==> config.mk <==
export PLATFORM = sky130hd
export DESIGN_NAME = image_flow_sequencer_flat
export DESIGN_NICKNAME = d
export VERILOG_FILES = /design/src/rtl/image_flow_sequencer_if.sv /design/src/rtl/image_flow_sequencer.sv /design/src/flat_wrapper.sv
export SDC_FILE = /design/constraint.sdc
export NUM_CORES = 1
export LEC_CHECK = 0
export CAP_MARGIN = 0
export CORE_MARGIN = 2
export CORE_UTILIZATION = 48
export CTS_BUF_LIST = sky130_fd_sc_hd__clkbuf_4
export DETAILED_ROUTE_END_ITERATION = 8
export GPL_TIMING_DRIVEN = 1
export PLACE_DENSITY_LB_ADDON = 0.05
export SLEW_MARGIN = 20
export SYNTH_ARGS = -nofsm -noshare
export SYNTH_HDL_FRONTEND = slang
export SYNTH_SLANG_ARGS = --single-unit
==> constraint.sdc <==
create_clock -name clk -period 4.6 [get_ports clk]
set_clock_uncertainty 0.15 [all_clocks]
set_input_delay 0.92 -clock clk [delete_from_list [all_inputs] [get_ports clk]]
set_output_delay 0.92 -clock clk [all_outputs]
set_load 0.005 [all_outputs]
==> src/rtl/image_flow_sequencer_if.sv <==
// Handshake and strobe bundle between the image flow sequencer and its
// host stream, image buffer, hash engine and reorder engine.
interface image_flow_sequencer_if #(
  parameter int unsigned IDX_W = 16
);
  logic             start;
  logic [IDX_W-1:0] num_images;
  logic             pixel_valid;
  logic             pixel_ready;
  logic [7:0]       pixel_index;
  logic             image_buffer_valid;
  logic             hash_start;
  logic             hash_calc_done;
  logic [IDX_W-1:0] image_header;
  logic             reorder_start;
  logic             new_reference_is_done;
  logic [IDX_W-1:0] count_image;
  logic             finish_reordering;
  logic             busy;
  logic             cfg_err;

  // master: host and engines; slave: the sequencer
  modport master (
    output start, num_images, pixel_valid, hash_calc_done, new_reference_is_done,
    input  pixel_ready, pixel_index, image_buffer_valid, hash_start, image_header,
           reorder_start, count_image, finish_reordering, busy, cfg_err
  );

  modport slave (
    input  start, num_images, pixel_valid, hash_calc_done, new_reference_is_done,
    output pixel_ready, pixel_index, image_buffer_valid, hash_start, image_header,
           reorder_start, count_image, finish_reordering, busy, cfg_err
  );
endinterface

==> src/rtl/image_flow_sequencer.sv <==
// Phase controller for the image reordering accelerator: pixel ingest,
// per-image hash, then the reorder loop. All outputs are registered.
module image_flow_sequencer #(
  parameter int unsigned PIXELS_PER_IMAGE = 256,
  parameter int unsigned IDX_W            = 16
) (
  input logic                   clk,
  input logic                   reset,
  image_flow_sequencer_if.slave bus
);

  typedef enum logic [2:0] {IDLE, LOAD, HASH, REORDER, DONE} state_t;

  localparam logic [7:0]       LAST_PIX = 8'(PIXELS_PER_IMAGE - 1);
  localparam logic [IDX_W-1:0] ONE      = IDX_W'(1);

  state_t           state_q, state_d;
  logic [IDX_W-1:0] n_lat_q, n_lat_d;
  logic [7:0]       pix_q, pix_d;
  logic [IDX_W-1:0] hdr_q, hdr_d;
  logic [IDX_W-1:0] cnt_q, cnt_d;
  logic             err_q, err_d;
  logic             ready_q, ready_d;
  logic             ibv_q, ibv_d;
  logic             hs_q, hs_d;
  logic             rs_q, rs_d;
  logic             fin_q, fin_d;
  logic             busy_q, busy_d;
  logic [IDX_W-1:0] n_last;
  logic [IDX_W-1:0] cnt_inc;

  assign n_last  = n_lat_q - ONE;
  assign cnt_inc = cnt_q + ONE;

  always_comb begin
    state_d = state_q;
    n_lat_d = n_lat_q;
    pix_d   = pix_q;
    hdr_d   = hdr_q;
    cnt_d   = cnt_q;
    err_d   = err_q;
    ibv_d   = 1'b0;
    hs_d    = 1'b0;
    rs_d    = 1'b0;

    unique case (state_q)
      IDLE: begin
        if (bus.start) begin
          n_lat_d = bus.num_images;
          hdr_d   = '0;
          cnt_d   = '0;
          pix_d   = '0;
          err_d   = 1'b0;
          if (bus.num_images == '0) begin
            err_d   = 1'b1;
            state_d = DONE;
          end else begin
            state_d = LOAD;
          end
        end
      end

      LOAD: begin
        if (bus.pixel_valid && ready_q) begin
          if (pix_q == LAST_PIX) begin
            pix_d   = '0;
            ibv_d   = 1'b1;
            hs_d    = 1'b1;
            state_d = HASH;
          end else begin
            pix_d = pix_q + 8'd1;
          end
        end
      end

      HASH: begin
        if (bus.hash_calc_done) begin
          if (hdr_q == n_last) begin
            rs_d    = 1'b1;
            state_d = REORDER;
          end else begin
            hdr_d   = hdr_q + ONE;
            state_d = LOAD;
          end
        end
      end

      // a single-image run needs no reorder steps, so it leaves after one cycle
      REORDER: begin
        if (n_lat_q == ONE) begin
          state_d = DONE;
        end else if (bus.new_reference_is_done) begin
          cnt_d = cnt_inc;
          if (cnt_inc == n_last) state_d = DONE;
        end
      end

      DONE: begin
        if (!bus.start) state_d = IDLE;
      end

      default: state_d = IDLE;
    endcase

    ready_d = (state_d == LOAD);
    fin_d   = (state_d == DONE);
    busy_d  = (state_d != IDLE);
  end

  always_ff @(posedge clk or posedge reset) begin
    if (reset) begin
      state_q <= IDLE;
      n_lat_q <= '0;
      pix_q   <= '0;
      hdr_q   <= '0;
      cnt_q   <= '0;
      err_q   <= 1'b0;
      ready_q <= 1'b0;
      ibv_q   <= 1'b0;
      hs_q    <= 1'b0;
      rs_q    <= 1'b0;
      fin_q   <= 1'b0;
      busy_q  <= 1'b0;
    end else begin
      state_q <= state_d;
      n_lat_q <= n_lat_d;
      pix_q   <= pix_d;
      hdr_q   <= hdr_d;
      cnt_q   <= cnt_d;
      err_q   <= err_d;
      ready_q <= ready_d;
      ibv_q   <= ibv_d;
      hs_q    <= hs_d;
      rs_q    <= rs_d;
      fin_q   <= fin_d;
      busy_q  <= busy_d;
    end
  end

  assign bus.pixel_ready        = ready_q;
  assign bus.pixel_index        = pix_q;
  assign bus.image_buffer_valid = ibv_q;
  assign bus.hash_start         = hs_q;
  assign bus.image_header       = hdr_q;
  assign bus.reorder_start      = rs_q;
  assign bus.count_image        = cnt_q;
  assign bus.finish_reordering  = fin_q;
  assign bus.busy               = busy_q;
  assign bus.cfg_err            = err_q;

endmodule

==> src/flat_wrapper.sv <==
// flat-port wrapper written by rule: the top's interface ports become plain ports
module image_flow_sequencer_flat 
#(
  parameter int unsigned PIXELS_PER_IMAGE = 256,
  parameter int unsigned IDX_W            = 16
)
  (clk, reset, bus_start, bus_num_images, bus_pixel_valid, bus_hash_calc_done, bus_new_reference_is_done, bus_pixel_ready, bus_pixel_index, bus_image_buffer_valid, bus_hash_start, bus_image_header, bus_reorder_start, bus_count_image, bus_finish_reordering, bus_busy, bus_cfg_err);
  image_flow_sequencer_if #(.IDX_W(IDX_W)) bus_i ();
  input logic clk;
  input logic reset;
  input wire logic [$bits(bus_i.start)-1:0] bus_start;
  input wire logic [$bits(bus_i.num_images)-1:0] bus_num_images;
  input wire logic [$bits(bus_i.pixel_valid)-1:0] bus_pixel_valid;
  input wire logic [$bits(bus_i.hash_calc_done)-1:0] bus_hash_calc_done;
  input wire logic [$bits(bus_i.new_reference_is_done)-1:0] bus_new_reference_is_done;
  output wire logic [$bits(bus_i.pixel_ready)-1:0] bus_pixel_ready;
  output wire logic [$bits(bus_i.pixel_index)-1:0] bus_pixel_index;
  output wire logic [$bits(bus_i.image_buffer_valid)-1:0] bus_image_buffer_valid;
  output wire logic [$bits(bus_i.hash_start)-1:0] bus_hash_start;
  output wire logic [$bits(bus_i.image_header)-1:0] bus_image_header;
  output wire logic [$bits(bus_i.reorder_start)-1:0] bus_reorder_start;
  output wire logic [$bits(bus_i.count_image)-1:0] bus_count_image;
  output wire logic [$bits(bus_i.finish_reordering)-1:0] bus_finish_reordering;
  output wire logic [$bits(bus_i.busy)-1:0] bus_busy;
  output wire logic [$bits(bus_i.cfg_err)-1:0] bus_cfg_err;
  assign bus_i.start = bus_start;
  assign bus_i.num_images = bus_num_images;
  assign bus_i.pixel_valid = bus_pixel_valid;
  assign bus_i.hash_calc_done = bus_hash_calc_done;
  assign bus_i.new_reference_is_done = bus_new_reference_is_done;
  assign bus_pixel_ready = bus_i.pixel_ready;
  assign bus_pixel_index = bus_i.pixel_index;
  assign bus_image_buffer_valid = bus_i.image_buffer_valid;
  assign bus_hash_start = bus_i.hash_start;
  assign bus_image_header = bus_i.image_header;
  assign bus_reorder_start = bus_i.reorder_start;
  assign bus_count_image = bus_i.count_image;
  assign bus_finish_reordering = bus_i.finish_reordering;
  assign bus_busy = bus_i.busy;
  assign bus_cfg_err = bus_i.cfg_err;
  image_flow_sequencer #(.PIXELS_PER_IMAGE(PIXELS_PER_IMAGE), .IDX_W(IDX_W)) u_core (.clk(clk), .reset(reset), .bus(bus_i));
endmodule
Word-level counts from Yosys, hierarchy flattened
Cells that the tools add are included.
{"block": "op_classes", "n_addsub": 4, "muxes": 29, "reduce_logical": 11, "n_eq_ne": 16}
{"op": "2-to-1 mux 16 bit", "n": 5}
{"op": "one-hot mux 16 bit (2 select lines)", "n": 2}
{"op": "adder 16 x 1 -> 16 bit, second input constant", "n": 2}
{"op": "equality test 16 bit", "n": 2}
{"op": "2-to-1 mux 3 bit", "n": 9}
{"op": "2-to-1 mux 8 bit", "n": 3}
{"op": "equality test 16 x 1 -> 1 bit, second input constant", "n": 1}
{"op": "zero test 16 bit", "n": 1}
{"op": "one-hot mux 8 bit (2 select lines)", "n": 1}
{"op": "subtractor 16 x 1 -> 16 bit, second input constant", "n": 1}
{"op": "one-hot mux 3 bit (5 select lines)", "n": 1}
{"op": "!= test 2 bit, second input constant", "n": 5}
{"op": "adder 8 x 1 -> 8 bit, second input constant", "n": 1}
{"op": "equality test 8 bit, second input constant", "n": 1}
{"op": "AND reduction 4 bit", "n": 2}
{"op": "2-to-1 mux 1 bit", "n": 7}
{"op": "equality test 3 x 1 -> 1 bit, second input constant", "n": 2}
{"op": "equality test 3 x 2 -> 1 bit, second input constant", "n": 2}
{"op": "equality test 3 bit, second input constant", "n": 2}
{"op": "nonzero test 2 bit", "n": 3}
{"op": "zero test 3 bit", "n": 1}
{"op": "AND reduction 3 bit", "n": 1}
{"op": "nonzero test 3 bit", "n": 1}
{"op": "2-to-1 mux 2 bit", "n": 1}
{"op": "3 further kinds", "n": 3}
{"block": "word_totals", "word_cells": 71, "out_inout_bits": 47, "regBits": 65, "input_bits": 22}

Longest topological paths before layout
Gate-level depths: netlist of run 1.
{"block": "logic_depth", "word_depth": 7, "ltp_mapped": 11, "ltp_nobuf": 10}

Worst setup path after synthesis of run 1
OpenSTA, ideal clock, no wires.
{"block": "synth_path", "path_kind": "flip-flop to flip-flop", "from": "register u_core.n_lat_q[0]", "to": "register u_core.hdr_q[9], in the netlist u_core.bus.image_header[9]", "setup_time_ns": 0.119, "path_buffers": 1, "path_slack_ns": 1.384, "path_stages_with_launch": 12, "required_time_ns": 4.331, "synth_period_minus_slack_ns": 3.216, "arrival_ns": 2.948, "cell_sequence": "dfrtp_1 -> inv_1 -> ha_1 -> or3b_1 -> or3_1 -> mux2_2 -> nand4_1 -> or4b_4 -> nor3_4 -> buf_6 -> nor4_1 -> o21a_1"}
{"block": "synth_between", "elab_chain_len": 4}
{"element": "from (decl)", "line_no": "image_flow_sequencer.sv:18", "source": "logic [IDX_W-1:0] n_lat_q, n_lat_d;"}
{"element": "from (signal assigned)", "line_no": "image_flow_sequencer.sv:126", "source": "n_lat_q <= n_lat_d;"}
{"element": "subtractor 16 x 1 -> 16 bit", "line_no": "image_flow_sequencer.sv:32", "source": "assign n_last = n_lat_q - ONE;"}
{"element": "equality test 16 bit", "line_no": "image_flow_sequencer.sv:78", "source": "if (hdr_q == n_last) begin"}
{"element": "!= test 2 bit (no source line)"}
{"element": "AND reduction 4 bit (no source line)"}
{"element": "to (signal assigned)", "line_no": "image_flow_sequencer.sv:128", "source": "hdr_q <= hdr_d;"}
{"element": "to (decl)", "line_no": "image_flow_sequencer.sv:20", "source": "logic [IDX_W-1:0] hdr_q, hdr_d;"}
No other way between the ends.
A chain may end at the register's enable or synchronous reset.

Final worst setup path of run 1
Ends and elaborated chain as after synthesis.

==> results.sh, run 1 <==
export IMPL_worst_ep_required_time_ns=4.75
export IMPL_synth_async_sr_flop_share_pct=100
export IMPL_cts_tree="built"
export IMPL_worstPathMaxFanout=26
export IMPL_synthMuxAreaShare_pct=1.98
export IMPL_cts_sinks=65
export IMPL_io_pins=69
export IMPL_crit_chain="inv_1, ha_1, or3b_1, o31ai_1, and3b_1, o22ai_1, or4b_4, nor3_4, buf_4, nor4_1, o21a_1"
export IMPL_cp_top_family="simple AND/OR/NAND/NOR gates"
export IMPL_slowest_stage="or4b_4"
export IMPL_final_common_cell="nand2_1"
export IMPL_via_count=3887
export IMPL_rows=34
export IMPL_cts_hold_buf=0
export IMPL_synth_edf_count=0
export IMPL_startpoint_type="flip-flop"
export IMPL_synthDistinctLibCells=57
export IMPL_synth_area_per_cell_um2=8.51
export IMPL_grt_setup_unrepaired="no"
export IMPL_synth_seq_cells=65
export IMPL_synthCells=497
export IMPL_cts_resized=0
export IMPL_grt_use_total_pct=24.0
export IMPL_antenna_found_initial=0
export IMPL_nets=581
export IMPL_syn2layout_area_growth_pct=20.4
export IMPL_wl_per_cell_um=16.5
export IMPL_ys_warn_count=0
export IMPL_clock_tree_root_cell="clkbuf_4"
export IMPL_coreArea_mm2=0.00864
export IMPL_dp_cells=651
export IMPL_netlist_area_mm2=0.00423
export IMPL_gp_congestion=0.927
export IMPL_fmax_mhz=284
export IMPL_cts_setup_buffers=0
export IMPL_p_leak_uw=0.00210
export IMPL_grt_pass1_wl_mm=18.5
export IMPL_tightestPinTransition_ns=0.911
export IMPL_status="completed"
export IMPL_ir_drop_v=0.000128
export IMPL_clk_pin_slew_ns=0.11
export IMPL_fin_hold_ws_ns=0.348
export IMPL_via_per_inst=5.83
export IMPL_start_util_pct=49.0
export IMPL_drv_slew=0
export IMPL_place_hpwl_mm=8.19
export IMPL_powerDensity_mw_per_mm2=230
export IMPL_final_setup_viol_count=0
export IMPL_synth_xor_area_share_pct=11.0
export IMPL_critical_path_class="reg -> reg"
export IMPL_max_cap_violations=0
export IMPL_min_period_ns=3.52
export IMPL_worst_path_buf_inv=2
export IMPL_min_period_over_period_pct=76.6
export IMPL_drive_gt1_share_pct=6.44
export IMPL_synth_compound_area_share_pct=13.1
export IMPL_final_cells=667
export IMPL_die_height_um=97.9
export IMPL_fin_setup_tns_ns=0
export IMPL_end_kind="flip-flop"
export IMPL_grt_pass1_vias=3644
export IMPL_die_area_mm2=0.00958
export IMPL_hold_class="reg -> reg"
export IMPL_drtIter0Drc=206
export IMPL_cp_arrival_ns=3.68
export IMPL_grt_max_degree=44
export IMPL_numCtsBuffers=9
export IMPL_hold_viol_final=0
export IMPL_antenna_cells=0
export IMPL_gr_total_overflow=0
export IMPL_slew_headroom_pct=39.1
export IMPL_die_w_um=97.9
export IMPL_clkLatencyLatePin_ns=0.41
export IMPL_synth_simple_area_share_pct=29.4
export IMPL_ys_flop_type="dfrtp_1"
export IMPL_slowest_delay_ns=0.57
export IMPL_clock_path_buffers=2
export IMPL_io_buffer_count=68
export IMPL_synth_top_family_by_area="simple AND/OR/NAND/NOR gates"
export IMPL_htreeDepth=3
export IMPL_final_cell_mix="nand2_1, clkdlybuf4s50_1, dfrtp_1"
export IMPL_drc=0
export IMPL_final_antenna_net_count=0
export IMPL_dr_pass1_iters=4
export IMPL_synth_fa_ha_area_share_pct=1.48
export IMPL_wl_mm=11.0
export IMPL_yosysSeqAreaShare_pct=38.5
export IMPL_syn_nets=524
[worst paths after layout]
kind,startpoint,endpoint,slack [ns],cells after the start
setup / recovery,u_core.n_lat_q[0]$_DFFE_PP0P_,u_core.bus.image_header[9]$_DFFE_PP0P_,1.08,11
hold / removal,u_core.bus.cfg_err$_DFFE_PP0P_,u_core.bus.cfg_err$_DFFE_PP0P_,0.35,2
setup reg to reg,u_core.n_lat_q[0]$_DFFE_PP0P_,u_core.bus.image_header[9]$_DFFE_PP0P_,1.08,11
hold reg to reg,u_core.bus.cfg_err$_DFFE_PP0P_,u_core.bus.cfg_err$_DFFE_PP0P_,0.35,2
max in group asynchronous,reset,u_core.bus.count_image[7]$_DFFE_PP0P_,2.58,3
min in group asynchronous,reset,u_core.bus.pixel_index[5]$_DFFE_PP0P_,0.86,2
[synthesized netlist by cell type, types with 2 or more instances]
master	n	area, um^2
nand2_1	92	345
dfrtp_1	65	1630
o21ai_0	35	175
xnor2_1	34	298
nand3_1	27	135
nor2_1	24	90.1
nand4_1	17	106
clkbuf_1	14	52.6
inv_1	14	52.6
xor2_1	14	123
nor4_1	13	81.3
o31ai_1	13	97.6
a21oi_1	12	60.1
and3_1	10	62.6
nor3_1	10	50.1
or3_1	10	62.6
or4_1	9	67.6
buf_6	5	56.3
ha_1	5	62.6
mux2i_1	5	50.1
o41ai_1	5	43.8
buf_1	4	15.0
o211ai_1	4	30.0
o21ai_1	4	20.0
a21boi_0	3	22.5
a31oi_1	3	18.8
and4_1	3	26.3
mux2_2	3	33.8
or2_2	3	18.8
and2_1	2	12.5
buf_2	2	10.0
nand2b_1	2	12.5
nor2b_1	2	12.5
nor3_2	2	20.0
nor3b_1	2	15.0
o21a_1	2	15.0
o22ai_1	2	12.5
xnor3_1	2	45.0
[per-layer routing]
metal / up-vias / GRT usage [%] / wire length (um)
met5: - / 0 / 0
met4: 0 / 8.97 / 217
met3: 17 / 3.51 / 503
met2: 118 / 36.7 / 5130
met1: 1855 / 34.6 / 5180
li1: 1897 / - / -
[worst reg2reg max path: cells and delay by family (launching register included)]
family,cells,cell delay [ns]
AOI/OAI and AO/OA,3,0.68
adders and majority gates,1,0.19
buffers and inverters,2,0.41
and+or+nand+nor,5,1.51
DFF,1,0.48
[registers in the layout, summed over array words and instances (netlist names), 3 cells and up]
signal	count
u_core.state_q	3
u_core.n_lat_q	16
u_core.bus.image_header	16
u_core.bus.count_image	16
u_core.bus.pixel_index	8
[stage by stage]
step	utilization (%)	total power [uW]	area [um^2]	worst slack [ns]
finish	59.0	1170	5090	1.08
global route	59.0	1230	5090	0.799
CTS	59.0	1180	5090	1.10
detailed placement	57.2	747	4940	1.12
global placement	57.2	746	4940	1.20
floorplan	-	670	4230	1.38
[power by group]
| part | switching [uW] | internal [uW] | leakage, uW |
|---|---|---|---|
| combinational | 45.1 | 70.8 | 0.00115 |
| clock | 213 | 224 | 0.0000878 |
| sequential | 26.1 | 593 | 0.000869 |
[cell type report]
class,count,area (um^2)
multi-input cells,392,2410
clock buffers,10,75.1
inverters,14,52.6
fillers,797,3540
repair buffers,72,711
flip-flops and latches,65,1630
well taps,108,135
clock inverters,6,82.6
[cells by family (layout without fill, tap and decap cells)]
kind of cell / Yosys count / after routing
xor+xnor: 50 / 50
flops: 65 / 65
fa+ha+maj: 5 / 5
buf+inv: 40 / 102
simple gates: 239 / 239
compound gates: 90 / 90
mux: 8 / 8
(Power assumes the default switching activity.)
==> run 2, diff against run 1 <==
Clock period 4.6 ns to 3.1 ns, I/O delays scaled along.
==> run 2 against run 1 <==
The flow now finishes with violations (setup timing). Largest power group unchanged. Clock-buffer cell count fell by 1. Sequential share of layout area shrank 3.4 points. Design area is 12% higher. Sequential cell count did not move. Via count up 6.4%. Fmax grew 12%. Utilization is 7.1 points higher.
==> results.sh, run 2 (synthesis gave the netlist of run 1 again) <==
export IMPL_start_util_pct=49.0
export IMPL_gr_total_overflow=0
export IMPL_clock_tree_root_cell="clkbuf_4"
export IMPL_worstPathMaxFanout=6
export IMPL_gp_congestion=0.892
export IMPL_slew_headroom_pct=55.7
export IMPL_grt_pass1_vias=3893
export IMPL_postLayoutCellArea_mm2=0.00571
export IMPL_ir_drop_v=0.000192
export IMPL_setup_slack_ns=-0.0415
export IMPL_drtIter0Drc=301
export IMPL_p_int_uw=1320
export IMPL_cp_arrival_ns=3.33
export IMPL_cts_sinks=65
export IMPL_tightestPinTransition_ns=0.663
export IMPL_place_hpwl_mm=8.59
export IMPL_final_antenna_net_count=0
export IMPL_cts_hold_buf=0
export IMPL_grt_max_degree=41
export IMPL_antenna_cells=0
export IMPL_nFillCells=744
export IMPL_syn2layout_area_growth_pct=34.9
export IMPL_dr_pass1_iters=5
export IMPL_pwr_share_seq_pct=51.6
export IMPL_grt_setup_unrepaired="yes"
export IMPL_holdPathStages=2
export IMPL_clock_path_buffers=2
export IMPL_io_buffer_count=68
export IMPL_p_clk_share_pct=38.6
export IMPL_hold_class="reg -> reg"
export IMPL_coreArea_mm2=0.00864
export IMPL_max_cap_violations=0
export IMPL_clk_pin_slew_ns=0.12
export IMPL_hold_viol_final=0
export IMPL_min_period_ns=3.14
export IMPL_final_common_cell="nand2_1"
export IMPL_die_w_um=97.9
export IMPL_switchingPower_uw=462
export IMPL_dp_cells=688
export IMPL_fin_hold_ws_ns=0.348
export IMPL_clkLatencyLatePin_ns=0.42
export IMPL_fin_setup_tns_ns=-0.112
export IMPL_dpl_cell_area_mm2=0.00526
export IMPL_die_area_mm2=0.00958
export IMPL_min_period_over_period_pct=101
export IMPL_end_kind="flip-flop"
export IMPL_multiInputGateArea_mm2=0.00257
export IMPL_drv_slew=0
export IMPL_via_count=4136
export IMPL_status="complete, but fails checks"
export IMPL_final_setup_viol_count=7
export IMPL_drc=0
export IMPL_startpoint_type="flip-flop"
export IMPL_final_cells=716
export IMPL_switching_share_pct=26.0
export IMPL_wl_mm=12.0
export IMPL_grt_pass1_wl_mm=19.4
export IMPL_rr_worst_depth=12
export IMPL_via_per_inst=5.78
export IMPL_nets=630
export IMPL_antenna_found_initial=0
export IMPL_powerDensity_mw_per_mm2=312
export IMPL_failed_checks="setup timing"
export IMPL_numCtsBuffers=9
export IMPL_cts_tree="built"
export IMPL_die_height_um=97.9
export IMPL_wl_per_cell_um=16.8
export IMPL_drive_gt1_share_pct=18.4
export IMPL_io_pins=69
export IMPL_worst_ep_required_time_ns=3.29
export IMPL_final_cell_mix="nand2_1, clkdlybuf4s50_1, dfrtp_1"
export IMPL_htreeDepth=3
export IMPL_fmax_mhz=318
export IMPL_rows=34
export IMPL_p_leak_uw=0.00240
export IMPL_grt_use_total_pct=25.0
export IMPL_seq_area_mm2=0.00163
export IMPL_p_comb_share_pct=9.8
export IMPL_critical_path_class="reg -> reg"
run 2: changes by cell type in the layout (fill, tap and decap cells not counted), sizes merged:
cell | before | now
inv | 14 | 16
clkinv | 4 | 1
clkinvlp | 0 | 2
buf | 4 | 51
clkbuf | 10 | 11
run 2: power groups by stage:
stage / clock network, uW / logic [uW] / registers, uW
3_3_place_gp: 0 / 175 / 933
5_1_grt: 736 / 196 / 925
4_1_cts: 704 / 178 / 918
3_5_place_dp: 0 / 177 / 934
2_1_floorplan: 0 / 63.7 / 930
6_report: 689 / 175 / 919
run 2: metrics by stage:
| stage | util [%] | total power [uW] | setup slack, ns |
|---|---|---|---|
| finish | 66.1 | 1780 | -0.0415 |
| global route | 66.1 | 1860 | -0.130 |
| CTS | 63.0 | 1800 | -0.0242 |
| detailed placement | 60.9 | 1110 | -0.0619 |
| global placement | 60.9 | 1110 | 0.0399 |
| floorplan | - | 994 | -0.00108 |
run 2: what timing repair did:
item	4_1_cts	5_1_grt
resized for setup	3	29
hold endpoints to repair	0	0
pin swaps	3	10
setup endpoints to repair	7	22
cloned	0	3
setup buffers	0	9
run 2: layout make-up:
cell class | instances | share of cell area [%]
Clock inverter | 7 | 1.78
Inverter | 14 | 0.921
Timing Repair Buffer | 121 | 20.1
Tap cell | 108 | 2.37
Clock buffer | 9 | 1.18
Multi-Input combinational cell | 392 | 45.1
Sequential cell | 65 | 28.5
run 2: final timing paths:
kind                                                          end                      startpoint  slack (ns)
setup reg to reg           u_core.bus.image_header[6]$_DFFE_PP0P_   u_core.n_lat_q[0]$_DFFE_PP0P_       -0.04
setup / recovery           u_core.bus.image_header[6]$_DFFE_PP0P_   u_core.n_lat_q[0]$_DFFE_PP0P_       -0.04
hold / removal                     u_core.bus.cfg_err$_DFFE_PP0P_  u_core.bus.cfg_err$_DFFE_PP0P_        0.35
max in group asynchronous          u_core.n_lat_q[11]$_DFFE_PP0P_                           reset        1.74
min in group asynchronous   u_core.bus.count_image[9]$_DFFE_PP0P_                           reset        0.42
hold reg to reg                    u_core.bus.cfg_err$_DFFE_PP0P_  u_core.bus.cfg_err$_DFFE_PP0P_        0.35
run 2: layer usage:
metal	GRT usage, %	routed length (um)
met1	34.8	5310
met2	41.1	5810
met3	3.72	671
met4	6.62	217
met5	0	0
run 2: critical path, stage by stage (launching register included):
cell and delay [ns]:
dfrtp_1 0.42, inv_2 0.09, ha_4 0.13, or3b_4 0.38
or3_4 0.36, mux2_4 0.21, nand4_1 0.09, or4b_4 0.53
nor3_4 0.16, buf_6 0.16, buf_6 0.13, o21ai_1 0.09
a21oi_1 0.18
